==> config.mk <==
export PLATFORM = sky130hd
export DESIGN_NAME = mem_bus_master
export DESIGN_NICKNAME = d
export VERILOG_FILES = /design/src/rtl/mem_bus_master.sv
export SDC_FILE = /design/constraint.sdc
export NUM_CORES = 1
export LEC_CHECK = 0
export ABC_AREA = 1
export BUFFER_PORTS_ARGS = -buffer_cell sky130_fd_sc_hd__buf_2
export CAP_MARGIN = 20
export CORE_AREA = 2 2 80 82
export CTS_CLUSTER_SIZE = 16
export DETAILED_ROUTE_END_ITERATION = 8
export DIE_AREA = 0 0 82 84
export PLACE_DENSITY_LB_ADDON = 0.08
export SYNTH_ARGS = -nofsm -noshare
export SYNTH_HDL_FRONTEND = slang
export SYNTH_SLANG_ARGS = --single-unit
==> constraint.sdc <==
create_clock -name clk -period 1.45 [get_ports clk]
set_input_delay 0.0725 -clock clk [delete_from_list [all_inputs] [get_ports clk]]
set_output_delay 0.0725 -clock clk [all_outputs]
set_load 0.02 [all_outputs]
==> src/rtl/mem_bus_master.sv <==
// Single-outstanding memory-bus initiator: core valid/ready request -> MAB/MDB/MW/BW access -> one-cycle response.
// Optional address-fault checking is enabled by defining MEM_BUS_FAULT_EN.
module mem_bus_master #(
  parameter int WAIT_STATES = 0
) (
  input  logic        clk,
  input  logic        rst,
  input  logic        req_valid,
  output logic        req_ready,
  input  logic        req_write,
  input  logic        req_byte,
  input  logic [15:0] req_addr,
  input  logic [15:0] req_wdata,
  output logic        resp_valid,
  output logic [15:0] resp_rdata,
  output logic [15:0] MAB,
  output logic [15:0] MDB_out,
  input  logic [15:0] MDB_in,
  output logic        MW,
  output logic        BW
`ifdef MEM_BUS_FAULT_EN
  ,
  output logic        fault
`endif
);

  typedef enum logic [1:0] {
    IDLE   = 2'd0,
    ACCESS = 2'd1,
    RESP   = 2'd2
  } state_t;

  localparam logic [2:0] LP_WS = 3'(WAIT_STATES);

  state_t      r_state;
  state_t      w_next;
  logic        r_write;
  logic        r_byte;
  logic        r_odd;
  logic [2:0]  r_cnt;
  logic [15:0] r_mab;
  logic [15:0] r_mdb_out;
  logic [15:0] r_rdata;
  logic        w_accept;
  logic        w_last;
  logic        w_blocked;
  logic [15:0] w_aligned;
  logic [15:0] w_fmt;

  assign w_accept  = (r_state == IDLE) && req_valid;
  assign w_last    = (r_state == ACCESS) && (r_cnt == LP_WS);
  assign w_aligned = req_byte ? req_addr : {req_addr[15:1], 1'b0};

`ifdef MEM_BUS_FAULT_EN
  logic r_fault;

  function automatic logic f_addr_fault(input logic [15:0] a);
    f_addr_fault = ((a >= 16'h0400) && (a <= 16'hBFFF)) || (a == 16'hFFFF);
  endfunction

  always_ff @(posedge clk or posedge rst) begin
    if (rst) begin
      r_fault <= 1'b0;
    end else if (w_accept) begin
      r_fault <= f_addr_fault(w_aligned);
    end else begin
      r_fault <= r_fault;
    end
  end

  assign w_blocked = r_fault;
  assign fault     = (r_state == RESP) && r_fault;
`else
  assign w_blocked = 1'b0;
`endif

  // Read-data lane extraction; writes and blocked accesses return zero.
  always_comb begin
    w_fmt = 16'h0000;
    if (r_write || w_blocked) begin
      w_fmt = 16'h0000;
    end else if (r_byte) begin
      w_fmt = r_odd ? {8'h00, MDB_in[15:8]} : {8'h00, MDB_in[7:0]};
    end else begin
      w_fmt = MDB_in;
    end
  end

  always_ff @(posedge clk or posedge rst) begin
    if (rst) begin
      r_state <= IDLE;
    end else begin
      r_state <= w_next;
    end
  end

  always_comb begin
    w_next     = r_state;
    req_ready  = 1'b0;
    resp_valid = 1'b0;
    MW         = 1'b0;
    BW         = 1'b0;
    case (r_state)
      IDLE: begin
        req_ready = 1'b1;
        if (req_valid) begin
          w_next = ACCESS;
        end else begin
          w_next = IDLE;
        end
      end
      ACCESS: begin
        BW = r_byte;
        MW = r_write && w_last && !w_blocked;
        if (w_last) begin
          w_next = RESP;
        end else begin
          w_next = ACCESS;
        end
      end
      RESP: begin
        resp_valid = 1'b1;
        w_next     = IDLE;
      end
      default: begin
        w_next = IDLE;
      end
    endcase
  end

  // Request latching at acceptance, wait counting and read capture on the last ACCESS edge.
  always_ff @(posedge clk or posedge rst) begin
    if (rst) begin
      r_write   <= 1'b0;
      r_byte    <= 1'b0;
      r_odd     <= 1'b0;
      r_cnt     <= 3'd0;
      r_mab     <= 16'h0000;
      r_mdb_out <= 16'h0000;
      r_rdata   <= 16'h0000;
    end else if (w_accept) begin
      r_write   <= req_write;
      r_byte    <= req_byte;
      r_odd     <= req_addr[0];
      r_cnt     <= 3'd0;
      r_mab     <= w_aligned;
      r_mdb_out <= req_byte ? {req_wdata[7:0], req_wdata[7:0]} : req_wdata;
    end else if (r_state == ACCESS) begin
      r_cnt <= r_cnt + 3'd1;
      if (w_last) begin
        r_rdata <= w_fmt;
      end
    end
  end

  assign MAB        = r_mab;
  assign MDB_out    = r_mdb_out;
  assign resp_rdata = r_rdata;

endmodule

== Yosys cells after proc, flatten, opt, wreduce, memory -nomap -nowiden ==
Index checks and enable logic that the tools add are counted.

* Input bits: 53
* Output and inout port bits: 52
* Logic and storage cells: 33
* Register bits: 56

* Eq/ne operators: 2
* Reduce and logical (&&, ||, !) cells: 7
* Multiplexer cells: 14
* Add/sub/neg operators: 1
* Bitwise gates (word level): 1

{| class="wikitable"
|+ Operator list
! cell !! number
|-
| 16-bit 2-to-1 mux || 3
|-
| 8-bit 2-to-1 mux || 1
|-
| 1-bit 2-to-1 mux || 6
|-
| 3-bit 2-to-1 mux || 2
|-
| 2-bit case mux with 2 select lines || 1
|-
| 3-bit by 1-bit adder with 3-bit output, second input constant || 1
|-
| 1-bit logical AND || 3
|-
| 3-bit logical NOT || 1
|-
| 3-bit AND reduction || 1
|-
| 2-bit by 1-bit == test with 1-bit output, second input constant || 1
|-
| 2-bit == test, second input constant || 1
|-
| 2-bit logical NOT || 1
|-
| 2-bit 2-to-1 mux || 1
|-
| 2-bit nonzero test || 1
|-
| 1-bit inverter || 1
|}

== Depth between registers and ports, before layout ==
* Depth in word-level cells: 4
* Depth in mapped cells: 8

== Least setup slack after synthesis ==
OpenSTA, ideal clock, no wires.

* Path type: register -> output
* Start: register r_cnt[0]
* End: output port MW
* Arrival time: 1.291 ns
* Slack: 0.086 ns
* Cell stages (with the launch flop): 8
* Path buffers: 1
* Path through: dfrtp_1 -> inv_1 -> ha_1 -> nand2_4 -> inv_1 -> nand2_4 -> buf_6 -> nor2_1

* Longest elaborated chain between the ends: 4

{| class="wikitable"
|+ Ends and longest elaborated chain
! what !! line !! source
|-
| from (decl) || 40 || <nowiki>logic [2:0] r_cnt;</nowiki>
|-
| from (signal assigned) || 149 || <nowiki>r_cnt <= r_cnt + 3'd1;</nowiki>
|-
| 3-bit logical NOT || 51 || <nowiki>assign w_last = (r_state == ACCESS) && (r_cnt == LP_WS);</nowiki>
|-
| 1-bit logical AND || 51 ||
|-
| 1-bit logical AND || 114 || <nowiki>MW = r_write && w_last && !w_blocked;</nowiki>
|-
| 1-bit 2-to-1 mux || 103 || <nowiki>case (r_state)</nowiki>
|-
| to (decl) || 19 || <nowiki>output logic MW,</nowiki>
|}

Every way passes these cells.

== Worst setup path in the final report ==
* Start: register r_cnt[1]
* End: output port MW

The elaborated chain is that of the path after synthesis.

==> results.toml <==
[route]
routed_via_density = 4.568
drc = 0
routed_wl_mm = 6.334
wl_per_cell_um = 12.37
dr.first_iter.drc_count = 106
first_pass_iters = 4
ant_nets = 0
via_count = 2339

[power_and_ir_drop]
switchingPower_w = 0.003241
p_per_area_nw_per_um2 = 2028
p_sw_share_pct = 45.69
seq_power_share_pct = 37.7
leakagePower_nw = 2.041
p_clk_share_pct = 12.8
ir_drop_mv = 0.9228
comb_power_share_pct = 49.5
intPower_w = 0.003852

[hold_path]
worstHoldPathType = "in2reg"
hold_depth = 3
hold_path_end = "resp_rdata[11]"
hp-start = "MDB_in[11]"

[timing]
maxClockFrequency_mhz = 709.7
rsz0062_at_grt = "true"
period_share_pct = 97.17
worst_slew_pin_slew_ns = 0.3468
skew_ns = 0.004329
hold_violations = 0
setup_violations = 0
slew_headroom_pct = 76.63
period_needed_ns = 1.409
drv_slew = 0
tns_ns = 0

[finish]
multiInputGateArea_um2 = 964.7
area_growth_pct = 38.92
fin_cells = 512
num_antenna_cells = 0
nets = 489
fillers = 591
seq_area_um2 = 1401
drive_gt1_share_pct = 31.49

[synth]
yosys.area.top_type_share_pct = 55.67
syn_area_um2 = 2517
ys_seq_area_share_pct = 55.67
syn_inst = 300
synth-seq-cells = 56
syn_area_per_cell_um2 = 8.391
synth_warnings = 0
synth_area_leaders = "dfrtp_1 (56%), nand2_1 (24%), nand3_1 (4.4%)"
yosysUniqueCellTypes = 20
yosys.area.top_type = "dfrtp_1"
synthesis.nets = 355

[global_route]
grt_pass1_wl_mm = 10.15
grt-ovfl-total = 0
grt_pass1_vias = 2186
grt_max_degree = 57
grt_usage_pct = 18.94
grt_antenna_before_repair = 0

[worst_setup_path]
path_buf_inv = 3
r2r-start = "r_cnt[1]"
max_stage_delay_ns = 0.40
critPathCaptureType = "output pin"
critPathLaunchType = "flip-flop"
critPathMostFrequentCell = "nand2_4"
critPathTopFamily = "flip-flops"
r2r_cells = 7
path_class = "reg2out"
cp_max_fo = 2
cp_slowest_cell = "dfrtp_1"
critical_path.cell_chain = "inv_1 -> ha_2 -> nand2_4 -> inv_4 -> nand2_4 -> nor2_4 -> buf_6"
worstReg2RegEnd = "resp_rdata[6]"
required_ns = 1.38
critPathArrivalTime_ns = 1.34
ff2ff_setup_slack_ns = 0.10

[die]
dieWidth_um = 82
start_util_pct = 41.30
fp.dieH_um = 84
boundaryPins = 105
placementRows = 29
die_area_um2 = 6888
core-area_um2 = 6096

[clock_network]
path_clk_slew_ns = 0.10
cts_sinks = 56
cts_root_buffer = "clkbuf_8"
cts_tree = "yes"
cts_made_buffers = 5
cts_max_level = 2
clockBufferDepth = 2
clock_latency_ns = 0.31

[place]
gp_congestion = 0.7188
dp.cells = 473
io_buffer_count = 104
dp_hpwl_mm = 4.113

[outcome]
status = "finished clean"

[run]
drv_cap = 0
metal layers:
metal | wire, um | vias up | share of wire, % | track usage (%)
li1 | - | 1187 | - | -
met5 | 0 | - | 0 | 0
met4 | 69 | 0 | 1.1 | 5.000
met2 | 3035 | 70 | 48 | 30.75
met3 | 394 | 6 | 6.2 | 4.437
met1 | 2835 | 1076 | 45 | 25.21
how the worst max path moves through the flow:
stage | startpoint | slack, ns | to | cells past startpoint
final | r_cnt[1] | 0.04 | MW | 7
after global routing | r_cnt[1] | -0.005 | MW | 7
after CTS | r_cnt[1] | 0.002 | MW | 7
after detailed placement | r_cnt[0] | 0.09 | MW | 7
after global placement | r_cnt[0] | 0.13 | MW | 7
after floorplan | rst | 0.006 | MAB[0] | 1
power by group through the flow:
| stage | registers (W) | clock network (W) | logic (W) |
|---|---|---|---|
| floorplan | 0.00337 | 0 | 0.00167 |
| global placement | 0.00268 | 0 | 0.00328 |
| detailed placement | 0.00268 | 0 | 0.00333 |
| CTS | 0.00267 | 0.000936 | 0.00350 |
| global route | 0.00276 | 0.00101 | 0.00387 |
| finish | 0.00267 | 0.000911 | 0.00351 |
cells in the mapped netlist, drive strengths merged:
master    n
buf      11
clkbuf    1
clkinv    1
dfrtp    56
ha        2
inv      17
nand2   166
nand3    24
nor2      6
o21ai    15
xnor2     1
stage by stage:
step	instance area, um^2	setup WS (ns)	total power, W	util [%]	hold WS [ns]
after global placement	3085	0.1347	0.005966	50.62	0.1526
after detailed placement	3085	0.08907	0.006010	50.62	0.1559
final	3497	0.04097	0.007093	57.37	0.005002
after CTS	3482	0.001889	0.007106	57.12	0.001544
after floorplan	2517	0.006216	0.005041	-	0.1821
after global routing	3497	-0.005438	0.007630	57.37	0.002024
registers in the layout, summed over array words and instances (netlist names):
name / cells
MAB: 16
MDB_out: 16
r_byte: 1
r_cnt: 3
r_odd: 1
r_state: 2
r_write: 1
resp_rdata: 16
placed cells by master, fill, tap and decap left out, drive strengths merged:
cell type and count:
nand2 166, buf 113, dfrtp 56, dlygate4sd3 26, nand3 24, inv 17
o21ai 15, clkbuf 7, nor2 6, ha 2, clkinv 1, xnor2 1
clkinvlp 1
cell type report:
type / count / share of cell area (%)
Clock buffer: 7 / 2.469
Clock inverter: 1 / 0.2147
Inverter: 18 / 2.111
Multi-Input combinational cell: 214 / 27.58
Sequential cell: 56 / 40.07
Tap cell: 77 / 2.755
Timing Repair Buffer: 139 / 24.79
logic make-up (layout without fill, tap and decap cells):
| group | after synthesis | in the layout | share of synthesized area, % |
|---|---|---|---|
| fa+ha+maj | 2 | 2 | 0.9939 |
| compound gates | 15 | 15 | 2.982 |
| flops | 56 | 56 | 55.67 |
| buf+inv | 30 | 165 | 6.412 |
| simple gates | 196 | 196 | 33.60 |
| xor+xnor | 1 | 1 | 0.3480 |
worst reg2reg max path, cell delays in order, from the launching register on:
cell     delay, ns
dfrtp_1       0.40
inv_1         0.06
ha_2          0.19
nand2_4       0.06
buf_4         0.15
nor2_8        0.22
nand3_1       0.14
nand2_1       0.07
what timing repair did:
action | 4_1_cts | 5_1_grt
buffers inserted | 3 | 2
cloned | 0 | 0
resized for setup | 8 | 0
hold endpoints to repair | 81 | 0
pin swaps | 2 | 1
setup endpoints to repair | 1 | 1
hold buffers | 26 | 0
No activity file was read; power rests on OpenSTA's default activity.
